$ cat src/rtl/state_hist_pkg.sv
// Shared sizing defaults, read-FSM state encoding and entry layout for the
// state history buffer.
package state_hist_pkg;

  localparam int STATE_W_D = 8;
  localparam int DEPTH_D   = 16;
  localparam int TS_W_D    = 16;
  localparam int AW        = $clog2(DEPTH_D);
  localparam int CNT_W     = AW + 1;

  typedef enum logic [1:0] {
    RD_IDLE,
    RD_LOOK,
    RD_DONE
  } rd_state_t;

  typedef struct packed {
    logic [STATE_W_D-1:0] state;
    logic [TS_W_D-1:0]    ts;
  } entry_t;

endpackage

$ cat src/rtl/state_hist_ram.sv
// Simple dual-port history store: one write port, one registered read port.
// Read and write to the same slot on the same edge return the old contents.
module state_hist_ram #(
  parameter int WIDTH = 8,
  parameter int DEPTH = 16,
  localparam int ADDR_W = $clog2(DEPTH)
) (
  input  logic              iClk,
  input  logic              iWrEn,
  input  logic [ADDR_W-1:0] iWrAddr,
  input  logic [WIDTH-1:0]  iWrData,
  input  logic              iRdEn,
  input  logic [ADDR_W-1:0] iRdAddr,
  output logic [WIDTH-1:0]  oRdData
);

  logic [WIDTH-1:0] mem [DEPTH];

  always_ff @(posedge iClk) begin
    if (iWrEn) begin
      mem[iWrAddr] <= iWrData;
    end
    if (iRdEn) begin
      oRdData <= mem[iRdAddr];
    end
  end

endmodule

$ cat src/rtl/state_history_buffer.sv
// Logs every change of the logger's current state into a ring buffer and serves
// age-indexed reads. Define STATE_HIST_TS_EN to store per-entry dwell-tick counts.
module state_history_buffer
  import state_hist_pkg::*;
#(
  parameter int STATE_W = STATE_W_D,
  parameter int DEPTH   = DEPTH_D,
  parameter int TS_W    = TS_W_D,
  localparam int ADDR_W   = $clog2(DEPTH),
  localparam int CNT_BITS = ADDR_W + 1
) (
  input  logic                iClk,
  input  logic                iRst,
  input  logic                iClear,
  input  logic [STATE_W-1:0]  iCurState,
  input  logic                iFreeze,
  input  logic                iTick,
  input  logic                iRdReq,
  input  logic [ADDR_W-1:0]   iRdIdx,
  output logic                oRdValid,
  output logic [STATE_W-1:0]  oRdData,
  output logic [TS_W-1:0]     oRdTs,
  output logic                oRdErr,
  output logic [CNT_BITS-1:0] oCount,
  output logic                oOverflow,
  output logic                oWrPulse
);

`ifdef STATE_HIST_TS_EN
  localparam int ENTRY_W = STATE_W + TS_W;
`else
  localparam int ENTRY_W = STATE_W;
`endif

  logic [ADDR_W-1:0]   wr_ptr_reg;
  logic [STATE_W-1:0]  last_state_reg;
  logic                armed_reg;
  logic [CNT_BITS-1:0] count_reg;
  logic                overflow_reg;
  logic                wr_pulse_reg;
  rd_state_t           rd_state_reg;
  logic [ADDR_W-1:0]   rd_addr_reg;
  logic                rd_err_reg;
  logic                rd_valid_reg;
  logic                wr_en;
  logic                rd_en;
  logic [ENTRY_W-1:0]  wr_entry;
  logic [ENTRY_W-1:0]  rd_entry;

  // Clear wins over a write in the same cycle.
  assign wr_en = (armed_reg | (iCurState != last_state_reg)) & ~iFreeze & ~iClear;
  assign rd_en = (rd_state_reg == RD_LOOK);

  always_ff @(posedge iClk or posedge iRst) begin
    if (iRst) begin
      wr_ptr_reg     <= '0;
      last_state_reg <= '0;
      armed_reg      <= 1'b1;
      count_reg      <= '0;
      overflow_reg   <= 1'b0;
      wr_pulse_reg   <= 1'b0;
    end else if (iClear) begin
      wr_ptr_reg     <= '0;
      last_state_reg <= '0;
      armed_reg      <= 1'b1;
      count_reg      <= '0;
      overflow_reg   <= 1'b0;
      wr_pulse_reg   <= 1'b0;
    end else begin
      // Tracks the input even while frozen, so changes during freeze are dropped.
      last_state_reg <= iCurState;
      wr_pulse_reg   <= wr_en;
      if (wr_en) begin
        wr_ptr_reg <= wr_ptr_reg + ADDR_W'(1);
        armed_reg  <= 1'b0;
        if (count_reg == CNT_BITS'(DEPTH)) begin
          overflow_reg <= 1'b1;
        end else begin
          count_reg <= count_reg + CNT_BITS'(1);
        end
      end
    end
  end

`ifdef STATE_HIST_TS_EN
  logic [TS_W-1:0] ts_cnt_reg;
  logic [TS_W-1:0] ts_store;

  always_ff @(posedge iClk or posedge iRst) begin
    if (iRst) begin
      ts_cnt_reg <= '0;
    end else if (iClear || wr_en) begin
      ts_cnt_reg <= '0;
    end else if (iTick && (ts_cnt_reg != '1)) begin
      ts_cnt_reg <= ts_cnt_reg + TS_W'(1);
    end
  end

  // The initial entry has no predecessor, so it carries no dwell time.
  assign ts_store = armed_reg ? '0 : ts_cnt_reg;
  assign wr_entry = {iCurState, ts_store};
  assign oRdData  = (rd_valid_reg && !rd_err_reg) ? rd_entry[ENTRY_W-1 -: STATE_W] : '0;
  assign oRdTs    = (rd_valid_reg && !rd_err_reg) ? rd_entry[TS_W-1:0] : '0;
`else
  logic unused_tick;

  assign unused_tick = iTick;
  assign wr_entry    = iCurState;
  assign oRdData     = (rd_valid_reg && !rd_err_reg) ? rd_entry : '0;
  assign oRdTs       = '0;
`endif

  state_hist_ram #(
    .WIDTH (ENTRY_W),
    .DEPTH (DEPTH)
  ) u_ram (
    .iClk    (iClk),
    .iWrEn   (wr_en),
    .iWrAddr (wr_ptr_reg),
    .iWrData (wr_entry),
    .iRdEn   (rd_en),
    .iRdAddr (rd_addr_reg),
    .oRdData (rd_entry)
  );

  // Address is frozen at request time; later writes do not shift the age index.
  always_ff @(posedge iClk or posedge iRst) begin
    if (iRst) begin
      rd_state_reg <= RD_IDLE;
      rd_addr_reg  <= '0;
      rd_err_reg   <= 1'b0;
      rd_valid_reg <= 1'b0;
    end else begin
      case (rd_state_reg)
        RD_IDLE: begin
          rd_valid_reg <= 1'b0;
          if (iRdReq) begin
            rd_addr_reg  <= wr_ptr_reg - ADDR_W'(1) - iRdIdx;
            rd_err_reg   <= ({1'b0, iRdIdx} >= count_reg);
            rd_state_reg <= RD_LOOK;
          end
        end
        RD_LOOK: begin
          rd_valid_reg <= 1'b1;
          rd_state_reg <= RD_DONE;
        end
        RD_DONE: begin
          rd_valid_reg <= 1'b0;
          rd_state_reg <= RD_IDLE;
        end
        default: begin
          rd_valid_reg <= 1'b0;
          rd_state_reg <= RD_IDLE;
        end
      endcase
    end
  end

  assign oRdValid  = rd_valid_reg;
  assign oRdErr    = rd_valid_reg & rd_err_reg;
  assign oCount    = count_reg;
  assign oOverflow = overflow_reg;
  assign oWrPulse  = wr_pulse_reg;

endmodule

$ cat config.mk
export PLATFORM = sky130hd
export DESIGN_NAME = state_history_buffer
export DESIGN_NICKNAME = d
export VERILOG_FILES = /design/src/rtl/state_hist_pkg.sv /design/src/rtl/state_hist_ram.sv /design/src/rtl/state_history_buffer.sv
export SDC_FILE = /design/constraint.sdc
export NUM_CORES = 1
export LEC_CHECK = 0
export ABC_AREA = 1
export BUFFER_PORTS_ARGS = -buffer_cell sky130_fd_sc_hd__buf_2
export CAP_MARGIN = 20
export CORE_MARGIN = 4
export CORE_UTILIZATION = 60
export CTS_BUF_LIST = sky130_fd_sc_hd__clkbuf_16
export DETAILED_ROUTE_END_ITERATION = 8
export PLACE_DENSITY = 0.77
export SLEW_MARGIN = 20
export SYNTH_ARGS = -nofsm -noshare
export SYNTH_HDL_FRONTEND = slang
export SYNTH_SLANG_ARGS = --single-unit
$ cat constraint.sdc
create_clock -name iClk -period 2.4 [get_ports iClk]
set_clock_uncertainty 0.05 [all_clocks]
set_input_delay 0.24 -clock iClk [delete_from_list [all_inputs] [get_ports iClk]]
set_output_delay 0.24 -clock iClk [all_outputs]
set_load 0.1 [all_outputs]
# After elaboration in Yosys (flattened, before gate mapping)
# Memory sizes are Yosys's and may differ from the RTL's. A register that Yosys moved wholly into a read port is not among the register bits.
# Index checks and enable logic that the tools add are counted.
# W data, S select, Z words.
dict set report op_classes {
  n_eq_ne 5
  reduce_logical 8
  n_addsub 4
  n_mux 18
  bitwise 6
  order_cmp 1
}
# op count
set op_table {}
lappend op_table {{$mux W8} 2}
lappend op_table {{$mux W5} 3}
lappend op_table {{$mux W1} 9}
lappend op_table {{$mux W4} 2}
lappend op_table {{$ne A8 B8 Y1} 1}
lappend op_table {{$reduce_and A2 Y1} 3}
lappend op_table {{$add A5 B1 Y5 const B} 1}
lappend op_table {{$eq A5 B5 Y1 const B} 1}
lappend op_table {{$ge A4 B5 Y1} 1}
lappend op_table {{$add A4 B1 Y4 const B} 1}
lappend op_table {{$ne A2 B2 Y1 const B} 2}
lappend op_table {{$pmux W2 S2} 1}
lappend op_table {{$reduce_bool A2 Y1} 2}
lappend op_table {{$sub A4 B1 Y4 const B} 1}
lappend op_table {{$sub A4 B4 Y4} 1}
lappend op_table {{$and A1 B1 Y1} 3}
lappend op_table {{$eq A2 B1 Y1 const B} 1}
lappend op_table {{$logic_not A2 Y1} 1}
lappend op_table {{$mux W2} 1}
lappend op_table {{$not A1 Y1} 2}
lappend op_table {{$logic_and A1 B1 Y1} 1}
lappend op_table {{$logic_not A1 Y1} 1}
lappend op_table {{$or A1 B1 Y1} 1}
dict set report totals {
  inputBits 18
  memories 1
  ram_bits 128
  regBits 28
  wordCells 53
}
# name words width read_ports rd_clocked_by_memory_dff wr line
set memory_table {}
lappend memory_table {u_ram.mem 16 8 1 1 1 state_hist_ram.sv:17} ;# logic [WIDTH-1:0] mem [DEPTH];

# Longest topological paths before layout
# Gate-level depths: netlist of the first run.
dict set report logic_depth {
  ltp_word 6
  depth_mapped 12
  ltp_nobuf 12
}

# Cells and area by module
# A second synthesis of the first run with hierarchy kept.
dict set report unflattened {
  hier_cells 767
  hier_area_um2 7551.0
}
# module area_per_inst_um2 instances cells_each
set modules_own_cells {}
lappend modules_own_cells {state_hist_ram 5846.9 1 551}
lappend modules_own_cells {state_history_buffer 1704.1 1 216}

# Worst setup path before layout of the first run
# No wires, ideal clock.
dict set report synth_timing {
  kind {register -> output}
  start {register rd_valid_reg, in the netlist oRdValid}
  end {output oRdData[0]}
  path_buffers 0
  slack_ps -438
  path_stages_with_launch 3
  arrival_ps 2548
  path_cell_list {dfrtp_1 nand2_1 nor2_1}
}
dict set report synth_between {
  elab_chain_cells 2
}
# item line
set synth_rtl {}
lappend synth_rtl {{start, declared} state_history_buffer.sv:44} ;# logic rd_valid_reg;
lappend synth_rtl {{start signal, assigned} state_history_buffer.sv:132} ;# rd_valid_reg <= 1'b0;
lappend synth_rtl {{start signal, assigned} state_history_buffer.sv:136} ;# rd_valid_reg <= 1'b0;
lappend synth_rtl {{start signal, assigned} state_history_buffer.sv:144} ;# rd_valid_reg <= 1'b1;
lappend synth_rtl {{$logic_and A1 B1 Y1} state_history_buffer.sv:109} ;# assign oRdData = (rd_valid_reg && !rd_err_reg) ? rd_entry : '0;
lappend synth_rtl {{$mux W8} state_history_buffer.sv:109}
lappend synth_rtl {{end, declared} state_history_buffer.sv:21} ;# output logic [STATE_W-1:0] oRdData,
# Every way passes these cells.

# Worst setup path after layout of the first run
dict set report layout_timing {
  start {register rd_err_reg}
  end {output oRdData[2]}
}
dict set report layout_between {
  elab_chain_cells 3
}
# item line
set layout_rtl {}
lappend layout_rtl {{start, declared} state_history_buffer.sv:43} ;# logic rd_err_reg;
lappend layout_rtl {{start signal, assigned} state_history_buffer.sv:139} ;# rd_err_reg <= ({1'b0, iRdIdx} >= count_reg);
lappend layout_rtl {{$logic_not A1 Y1} state_history_buffer.sv:109}
lappend layout_rtl {{$logic_and A1 B1 Y1} state_history_buffer.sv:109}
lappend layout_rtl {{$mux W8} state_history_buffer.sv:109}
# Every way passes these cells.

==> impl_results.md, run 1 <==
- Outcome: finished clean
- Remaining DRCs: 0
- H-Tree Depth: 4
- Reg2Reg Launch Point: rd_addr_reg[0]$_DFFE_PP0P_
- First-pass GRT wire length: 25000 um
- Clock slew at reported path FFs: 0.06 ns
- Crit end category: primary output
- Post-Syn Area: 7020 um^2
- Hold violation total from the final report: 0
- Number of flops mapped to enable cells by yosys: 136
- Cell Rows: 39
- Post-route ant nets: 0
- Pleak: 3.17 nW
- Die height: 116 um
- Max reg flops: 128
- Pre-CTS setup slack: 0.356 ns
- Synthesis Warnings: 0
- Post-DP HPWL: 9950 um
- Number of buffers created by CTS: 17
- Compound-Gate Fraction of Synth Area: 10.5%
- #FFs+latches synth: 164
- Post-synthesis simple-gate area fraction: 11.3%
- Commonest non-fill, non-tap cell in the layout: edfxtp_1
- DR WL/cell: 19.6 um
- WHS Path Cells: 3
- Fill cells: 777
- Tot GR Track Use: 25.4%
- Core Area: 11400 um^2
- Actual slew at the worst max-slew pin: 1.01 ns
- Antenna cells: 0
- Hold Path Origin: iCurState[5]
- Max-cap violations: 0
- Cts repair resizes: 0
- Top FF cell, synth: edfxtp_1
- Critical Path Source Type: register
- Net count, final: 681
- Fraction of layout cells with a size suffix above 1: 15.6%
- Finished Core Util: 70.6%
- Most frequent cells in the layout: edfxtp_1 (136), nor2_1 (111), o21ai_0 (73)
- Finish-stage setup viols: 0
- Min Hold Slack: 0.0410 ns
- Avg Synthesized Cell Area: 11.8 um^2
- Crit Path Max Fanout: 8
- Rel. slew slack: 32.6%
- Area Overhead vs Synth: 14.8%
- Cell Pwr Density: 975 nW/um^2
- Post-Synth Adder-Cell Area: 2.60%
- Worst path arrival time: 1.76 ns
- VDD IR max: 0.487 mV
- Largest family of logic cells by synthesized area: simple AND/OR/NAND/NOR gates
- WHS Endpoint: last_state_reg[5]$_DFF_PP0_
- Cell taking the most area after synthesis: edfxtp_1
- Register area share after synthesis: 68.2%
- Via/cell ratio: 5.93
- Mux contribution to synthesized area: 0%
- Initial antenna violation count: 0
- Quantity of I/O buffers inserted on ports: 33
- Grt ovf: 0
- Worst-case clock buffer depth: 2
- Post-synth ARST share: 17.1%
- Synth Instances: 596
- Routability-driven placement congestion ratio: 0.777
- Synth unique cells: 32
- Clk root buf: clkbuf_16
- Post-Synth XOR/XNOR Area: 0.998%
- Post-synth top area share: 58.2%
- RSZ-0062 raised after global routing: no
- Initial core utilization: 61.5%
- Reg-to-Reg End: u_ram.oRdData[7]$_DFFE_PP_
- Post-Route WL: 15800 um
- Final worst slack: 0.346 ns
- Die W: 116 um
- Setup slack, reg-to-reg: 0.36 ns
- Min-Delay Path Class: input pin to register
- CTS tree: built
- Final max-slew violation count: 0
- Post-DP Area: 7380 um^2
- Vias in the first global route: 4778
- Min Tclk post-route: 2.05 ns
- Final Power: 7.85 mW
- Fmax: 487 MHz
- Clock latency on the worst-skew pair: 0.43 ns
- Final period util: 85.6%
- First-iteration detailed-routing DRC count: 592
- I/O pins: 51
- Die ar.: 13500 um^2
- Synth area leaders: edfxtp_1 (58%), dfrtp_1 (9.6%), nor2_1 (5.9%)
- Via count: 4777
- WP data required: 2.11 ns
- Post-route cell area: 8060 um^2
- Type of the worst setup path: register to primary output
- Reg2reg path depth: 6
- Largest net degree at the start of global routing: 65
- CTS Sinks: 164
- TritonRoute pass-1 iters: 5
## stage by stage
stage / std cells / TNS [ns]
2_1_floorplan: 611 / -3.51
3_3_place_gp: 772 / 0
3_5_place_dp: 772 / 0
4_1_cts: 805 / 0
5_1_grt: 805 / 0
6_report: 805 / 0
## cell families after synthesis
family,count (synthesis)
and+or+nand+nor,194
DFF,164
AOI/OAI and AO/OA,121
buffers and inverters,94
adders and majority gates,14
xor gates and xnor gates,8
other,1
## cell type report
| type | instances | area [um^2] | share of cell area (%) |
|---|---|---|---|
| sequential | 164 | 4790 | 59.4 |
| clock buffer | 17 | 425 | 5.28 |
| inverter | 50 | 188 | 2.33 |
| timing repair buffer | 63 | 393 | 4.88 |
| clock inverter | 15 | 238 | 2.95 |
| multi-input combinational | 353 | 1850 | 22.9 |
| tap | 143 | 179 | 2.22 |
## how the worst max path moves through the flow
stage / from / slack [ns] / end
CTS: rd_err_reg$_DFFE_PP0P_ / 0.36 / oRdData[0]
finish: rd_err_reg$_DFFE_PP0P_ / 0.35 / oRdData[2]
detailed placement: iCurState[1] / 0.36 / u_ram.mem[1][4]$_DFFE_PP_
global route: rd_addr_reg[0]$_DFFE_PP0P_ / 0.25 / u_ram.oRdData[0]$_DFFE_PP_
floorplan: oRdValid$_DFF_PP0_ / -0.44 / oRdData[0]
global placement: iCurState[1] / 0.44 / u_ram.mem[11][2]$_DFFE_PP_
## routing by layer
layer | wire length [um] | GRT usage, %
met1 | 5990 | 30.8
met2 | 7900 | 42.4
met3 | 1460 | 8.39
met4 | 438 | 9.82
met5 | 0 | 0
## synth_stat cells, types with 8 or more instances
library cell / number
nand2_1: 51
edfxtp_1: 136
o221ai_1: 26
ha_1: 13
clkbuf_1: 8
inv_1: 47
o21ai_0: 73
dfrtp_1: 27
nand3_1: 24
buf_2: 16
buf_4: 18
nor2_1: 111
## critical path: stages (launching register included)
cell	delay [ns]
dfrtp_1	0.38
inv_1	0.07
nand2_1	0.26
nor2_1	0.17
buf_2	0.44
## report_power, final
group          total, mW  switching (mW)  leakage, nW  internal, mW
clock network       3.01            1.07        0.318          1.94
logic               1.57            1.18         1.26         0.388
registers           3.27          0.0661         1.59          3.21
## what timing repair did
action | CTS | global route
hold endpoints to repair | 27 | 0
buffers inserted | 0 | 0
endpoints found under the setup margin | 0 | 0
hold buffers | 1 | 0
Note: power is estimated with default switching activity, not from simulation.
==> run 2: changes to the inputs <==
- BUFFER_PORTS_ARGS: -buffer_cell sky130_fd_sc_hd__buf_2 -> not set
- CORE_UTILIZATION: 60 -> 30
- DONT_BUFFER_PORTS: not set -> 1
- HOLD_SLACK_MARGIN: not set -> 0.06
- PLACE_DENSITY: 0.77 -> 0.42
==> impl_results.md, run 2 (synthesis results as in run 1) <==
- Outcome: finished clean
- Clock slew at reported path FFs: 0.06 ns (about the same)
- Most frequent cells in the layout: edfxtp_1 (136), nor2_1 (103), o21ai_0 (73)
- Finished Core Util: 36.9% (-34 points)
- Worst-case clock buffer depth: 2 (unchanged)
- Via/cell ratio: 4.64 (-22%)
- Sequential Area: 4790 um^2 (about the same)
- Die height: 161 um (+39%)
- Commonest non-fill, non-tap cell in the layout: edfxtp_1
- Final Power: 7.85 mW (about the same)
- Fraction of layout cells with a size suffix above 1: 13.8% (-1.8 points)
- First-pass GRT wire length: 26600 um (+6.5%)
- Area Overhead vs Synth: 20.2%
- I/O pins: 51 (unchanged)
- Pre-CTS setup slack: 0.627 ns (+0.271 ns)
- RSZ-0062 raised after global routing: no
- Min Hold Slack: 0.0747 ns (+0.0337 ns)
- WP data required: 2.53 ns (+0.42 ns)
- Initial core utilization: 30.7% (-31 points)
- Rel. slew slack: 41.6% (+9.0 points)
- Final max-slew violation count: 0 (unchanged)
- Worst path arrival time: 2.38 ns (+0.62 ns)
- DR WL/cell: 18.1 um (-7.9%)
- Top delay family on crit path: buffers and inverters
- Fill cells: 2225 (+190%)
- Largest net degree at the start of global routing: 65 (unchanged)
- Worst Setup EP: u_ram.mem[9][7]$_DFFE_PP_
- Reg-to-Reg End: u_ram.oRdData[7]$_DFFE_PP_
- Antenna cells: 0 (unchanged)
- Hold violation total from the final report: 0 (unchanged)
- Cell Rows: 55 (+41%)
- Vias in the first global route: 4276 (-11%)
- Placed cell count: 921 (+19%)
- Multi-input logic area: 1870 um^2 (+1.1%)
- Setup crit start: iCurState[3]
- Initial antenna violation count: 0 (unchanged)
- Max-cap violations: 0 (unchanged)
- Critical Path Source Type: input pin
- Crit end category: register
- Type of the worst setup path: input pin to register
- Die W: 161 um (+39%)
- Post-Route WL: 17500 um (+11%)
- Final worst slack: 0.144 ns (-0.202 ns)
- Min-Delay Path Class: input pin to register
- Fmax: 443 MHz (-9.0%)
- Cell Pwr Density: 930 nW/um^2 (-4.6%)
- CTS Sinks: 164 (unchanged)
- Die ar.: 25900 um^2 (+92%)
- First-iteration detailed-routing DRC count: 267 (-55%)
- TritonRoute pass-1 iters: 5 (unchanged)
- Worst Path Buf+Inv: 4 (+2)
- Finish-stage setup viols: 0 (unchanged)
- CP Cell Sequence: dlygate4sd3_1 > inv_1 > nand2_1 > nand4_1 > nor2_1 > nand2_2 > nand2_4 > inv_2 > nand2_1 > nor2_1 > buf_4
- Max reg flops: 128 (unchanged)
- Core Area: 22800 um^2 (+100%)
- Remaining DRCs: 0 (unchanged)
- Setup slack, reg-to-reg: 0.62 ns (+0.26 ns)
- H-Tree Depth: 4 (unchanged)
- Quantity of I/O buffers inserted on ports: 0 (-100%)
- Min Tclk post-route: 2.26 ns (+0.202 ns)
- Worst path depth: 11 (+7)
- VDD IR max: 0.418 mV (-14%)
- Tot GR Track Use: 13.9% (-11 points)
- Actual slew at the worst max-slew pin: 0.876 ns (-0.131 ns)
- Net count, final: 672 (-1.3%)
- Fin cells: 966 (+20%)
- Clock latency on the worst-skew pair: 0.43 ns (about the same)
- CTS tree: built
- Max stage delay cell, worst path: dlygate4sd3_1
- Grt ovf: 0 (unchanged)
- Reg2reg path depth: 4 (-2)
- Post-route ant nets: 0 (unchanged)
- Reg2Reg Launch Point: rd_addr_reg[2]$_DFFE_PP0P_
- Final period util: 94.0% (+8.4 points)
- Post-DP HPWL: 10600 um (+6.5%)
- Number of buffers created by CTS: 17 (unchanged)
- Routability-driven placement congestion ratio: 0.765 (-1.6%)
- Crit-path max cell delay: 1.01 ns (+0.57 ns)
- Pleak: 3.18 nW (+0.15%)
- Crit Path Max Fanout: 17 (+9)
- Clk root buf: clkbuf_16
- Via count: 4485 (-6.1%)
==> run 2: changes by cell type in the layout (fill, tap and decap cells not counted), moves of 2 or more <==
cell            previous run  this run
dlymetal6s4s_1             0         2
dlygate4sd3_1              1        11
nor2_1                   111       103
buf_4                     29        31
buf_12                     0        10
buf_2                     33         0
nor2_2                     1         9
==> run 2: through the flow <==
step / instance area (um^2) / TNS (ns)
floorplan: 7080 / -3.51
global placement: 7670 / 0
detailed placement: 7670 / 0
CTS: 8440 / 0
global route: 8440 / 0
finish: 8440 / 0
==> run 2: where the power goes <==
| part | total [mW] | switching (mW) | internal, mW |
|---|---|---|---|
| Sequential | 3.27 | 0.0571 | 3.21 |
| Clock | 2.93 | 1.09 | 1.83 |
| Combinational | 1.66 | 1.20 | 0.457 |
| Total | 7.85 | 2.35 | 5.50 |
==> run 2: layout make-up <==
class / instances / area share (%)
clock buffers: 17 / 5.04
repair buffers: 54 / 6.73
multi-input cells: 353 / 22.1
inverters: 50 / 2.22
clock inverters: 15 / 2.52
well taps: 313 / 4.64
flip-flops and latches: 164 / 56.7
==> run 2: worst register-to-register path: stages (launching register included) <==
cell and delay, ns:
dfrtp_1 0.39, inv_1 0.46, o221ai_1 0.35, nand3_1 0.21, nand2_1 0.07
==> run 2: how the worst min path moves through the flow <==
stage	startpoint	endpoint	cells past startpoint
global placement	iRst	oOverflow$_DFFE_PP0P_	1
floorplan	iRst	last_state_reg[0]$_DFF_PP0_	1
detailed placement	iRst	oOverflow$_DFFE_PP0P_	1
global route	iRdReq	rd_addr_reg[3]$_DFFE_PP0P_	2
CTS	iRdReq	rd_addr_reg[3]$_DFFE_PP0P_	2
finish	iRdReq	rd_addr_reg[3]$_DFFE_PP0P_	2
==> run 2: timing repair <==
| item | in CTS | in global routing |
|---|---|---|
| setup endpoints to repair | 0 | 55 |
| buffers inserted | 0 | 0 |
| resized for setup | 0 | 2 |
| hold buffers | 13 | 0 |
| hold endpoints to repair | 159 | 0 |
==> run 2: metal layers <==
metal	vias up	routed length [um]	part of all wire [%]	global-route usage, %
li1	2149	-	-	-
met1	2206	7840	45	18.3
met2	115	8520	49	22.8
met3	15	898	5.1	3.29
met4	0	204	1.2	4.34
met5	-	0	0	0
==> run 3: changes to the inputs <==
- CTS_BUF_LIST: sky130_fd_sc_hd__clkbuf_16 -> not set
- SYNTH_HIERARCHICAL: not set -> 1
==> impl_results.md, run 3 <==
- Synthesis Warnings: 6 (+6)
- Max reg flops: 128 (unchanged)
- Setup slack, reg-to-reg: 0.44 ns (-0.18 ns)
- WP data required: 2.48 ns (-0.05 ns)
- Post-Synth Adder-Cell Area: 1.92% (-0.68 points)
- Most frequent cell after synthesis: nand2_1
- Die ar.: 27800 um^2 (+7.2%)
- Post-synth ARST share: 17.1% (unchanged)
- Most frequent cells in the layout: nand2_1 (218), inv_1 (136), edfxtp_1 (136)
- Initial core utilization: 30.8% (+0.050 points)
- Post-Syn Area: 7550 um^2 (+7.6%)
- Reg2reg path depth: 12 (+8)
- Worst-case clock buffer depth: 2 (unchanged)
- Min Hold Slack: 0.0853 ns (+0.0107 ns)
- Top FF cell, synth: edfxtp_1
- Core Area: 24500 um^2 (+7.4%)
- Cts repair resizes: 0 (unchanged)
- Fmax: 477 MHz (+7.6%)
- Max-cap violations: 0 (unchanged)
- Reg-to-Reg End: u_ram/mem[5][6]$_DFFE_PP_
- Cell Pwr Density: 844 nW/um^2 (-9.3%)
- Setup TNS: 0 ns (unchanged)
- Hold Path Origin: iRdIdx[3]
- VDD IR max: 0.539 mV (+29%)
- Post-CTS setup buffers: 0 (unchanged)
- Net count, final: 846 (+26%)
- Min-Delay Path Class: input pin to register
- Die height: 167 um (+3.5%)
- WHS Path Cells: 3 (+1)
- Max stage delay cell, worst path: dlygate4sd3_1
- Worst path arrival time: 2.17 ns (-0.21 ns)
- Fraction of layout cells with a size suffix above 1: 11.1% (-2.7 points)
- Post-Route WL: 18100 um (+3.7%)
- Vias in the first global route: 5149 (+20%)
- Final period util: 87.3% (-6.7 points)
- Avg Synthesized Cell Area: 9.84 um^2 (-16%)
- Hold_buf cts: 17 (+4)
- Synth area leaders: edfxtp_1 (54%), nand2_1 (11%), dfrtp_1 (8.9%)
- Antenna cells: 0 (unchanged)
- I/O pins: 51 (unchanged)
- Commonest non-fill, non-tap cell in the layout: nand2_1
- Number of flops mapped to enable cells by yosys: 136 (unchanged)
- Grt ovf: 0 (unchanged)
- Compound-Gate Fraction of Synth Area: 0.944% (-9.6 points)
- Top delay family on crit path: buffers and inverters
- Mux contribution to synthesized area: 0% (unchanged)
- Rel. slew slack: 37.1% (-4.5 points)
- WHS Endpoint: rd_addr_reg[3]$_DFFE_PP0P_
- Clock latency on the worst-skew pair: 0.42 ns (about the same)
- CP Cell Sequence: dlygate4sd3_1 > inv_2 > nand3_1 > inv_1 > nand3b_1 > nor2_1 > buf_4
- DR WL/cell: 15.7 um (-13%)
- Reg2Reg Launch Point: last_state_reg[7]$_DFF_PP0_
- Largest net degree at the start of global routing: 38 (-42%)
- Critical Path Source Type: input pin
- Hold violation total from the final report: 0 (unchanged)
- Type of the worst setup path: input pin to register
- First-iteration detailed-routing DRC count: 378 (+42%)
- Crit end category: register
- RSZ-0062 raised after global routing: no
- Largest family of logic cells by synthesized area: simple AND/OR/NAND/NOR gates
- Remaining DRCs: 0 (unchanged)
- Routability-driven placement congestion ratio: 0.811 (+6.0%)
- H-Tree Depth: 4 (unchanged)
- Pleak: 3.92 nW (+23%)
- Clk root buf: clkbuf_16
- CTS tree: built
- Synth Instances: 767 (+29%)
- Via/cell ratio: 4.34 (-6.5%)
- Post-route ant nets: 0 (unchanged)
- Worst Path Buf+Inv: 4 (unchanged)
- Post-synthesis simple-gate area fraction: 21.7% (+10 points)
- Die W: 167 um (+3.5%)
- Final max-slew violation count: 0 (unchanged)
- Outcome: finished clean
- Synth top cells by count: nand2_1 (218), edfxtp_1 (136), inv_1 (136)
- Crit Path Max Fanout: 15 (-2)
- First-pass GRT wire length: 28500 um (+6.9%)
- Initial antenna violation count: 0 (unchanged)
- TritonRoute pass-1 iters: 5 (unchanged)
- Post-synth top area share: 54.1% (-4.1 points)
- Min Tclk post-route: 2.10 ns (-0.160 ns)
- Tot GR Track Use: 13.4% (-0.48 points)
- Register area share after synthesis: 63.4% (-4.8 points)
- Finish-stage setup viols: 0 (unchanged)
- Crit-path max cell delay: 0.76 ns (-0.25 ns)
- Post-Synth XOR/XNOR Area: 1.04% (+0.046 points)
- Cell Rows: 57 (+3.6%)
- #FFs+latches synth: 164 (unchanged)
- Synth unique cells: 31 (-3.1%)
- Number of buffers created by CTS: 17 (unchanged)
- Clock slew at reported path FFs: 0.06 ns (about the same)
- Actual slew at the worst max-slew pin: 0.940 ns (+0.0636 ns)
- Quantity of I/O buffers inserted on ports: 0 (unchanged)
- Via count: 4999 (+11%)
- CTS Sinks: 164 (unchanged)
- Area Overhead vs Synth: 17.0%
- Cell taking the most area after synthesis: edfxtp_1
- Post-DP HPWL: 11700 um (+11%)
==> run 3: changes by cell type after synthesis, sizes merged, moves of 2 or more <==
cell / change
o22ai: -6
o211ai: -6
o21ai: -69
nand3b: +2
clkbuf: -9
buf: +6
nand3: +88
ha: -3
inv: +93
o221ai: -26
nor2: -65
nand2: +167
==> run 3: worst max path at each step <==
stage	to	startpoint	slack (ns)	cells past startpoint
floorplan	oRdData[0]	oRdValid$_DFF_PP0_	-0.44	2
global placement	u_ram/mem[8][6]$_DFFE_PP_	last_state_reg[7]$_DFF_PP0_	0.44	12
detailed placement	u_ram/mem[9][1]$_DFFE_PP_	last_state_reg[7]$_DFF_PP0_	0.42	12
CTS	u_ram/mem[9][2]$_DFFE_PP_	iClear	0.27	7
global route	u_ram/mem[9][2]$_DFFE_PP_	iClear	0.11	7
finish	u_ram/mem[5][6]$_DFFE_PP_	iClear	0.30	7
==> run 3: kinds of logic (layout without fill, tap and decap cells) <==
logic type	count (synthesis)	after routing
AOI/OAI and AO/OA	12	12
adders and majority gates	11	11
and+or+nand+nor	386	386
xor gates and xnor gates	9	9
other	1	16
DFF	164	164
buffers and inverters	184	230
==> run 3: worst register-to-register path, cell delays in order (launching register included) <==
cell,delay [ns]
dfrtp_1,0.39
inv_1,0.06
nand2_1,0.04
nand2_1,0.07
inv_2,0.04
nand3_2,0.06
nor2_2,0.04
nand2_2,0.08
nand3_1,0.10
inv_1,0.20
nand3b_1,0.23
nor2_1,0.15
buf_4,0.19
==> run 3: stage by stage <==
step	std cells	setup WS [ns]	power, mW	area [um^2]	utilization (%)
2_1_floorplan	782	-0.438	4.61	7610	-
3_3_place_gp	1105	0.441	5.00	8140	33.2
3_5_place_dp	1105	0.417	5.02	8140	33.2
4_1_cts	1152	0.272	7.56	8840	36.0
5_1_grt	1152	0.114	7.84	8840	36.0
6_report	1152	0.304	7.46	8840	36.0
==> run 3: power breakdown <==
group          internal (mW)  switching (mW)
clock network           1.40            1.05
logic                  0.459            1.26
registers               3.21          0.0749
==> run 3: area by class of cell <==
cell class	instances	area, um^2
Clock buffer	19	433
Clock inverter	11	90.1
Fill cell	2484	15700
Inverter	143	537
Multi-Input combinational cell	434	2010
Sequential cell	164	4790
Tap cell	324	405
Timing Repair Buffer	57	571
==> run 3: per-layer routing <==
metal / vias up / track usage (%) / share of wire, %
met5: - / 0 / 0
met4: 0 / 4.41 / 1.8
met3: 18 / 3.08 / 4.0
met2: 104 / 23.6 / 51
met1: 2378 / 16.3 / 43
li1: 2499 / - / -
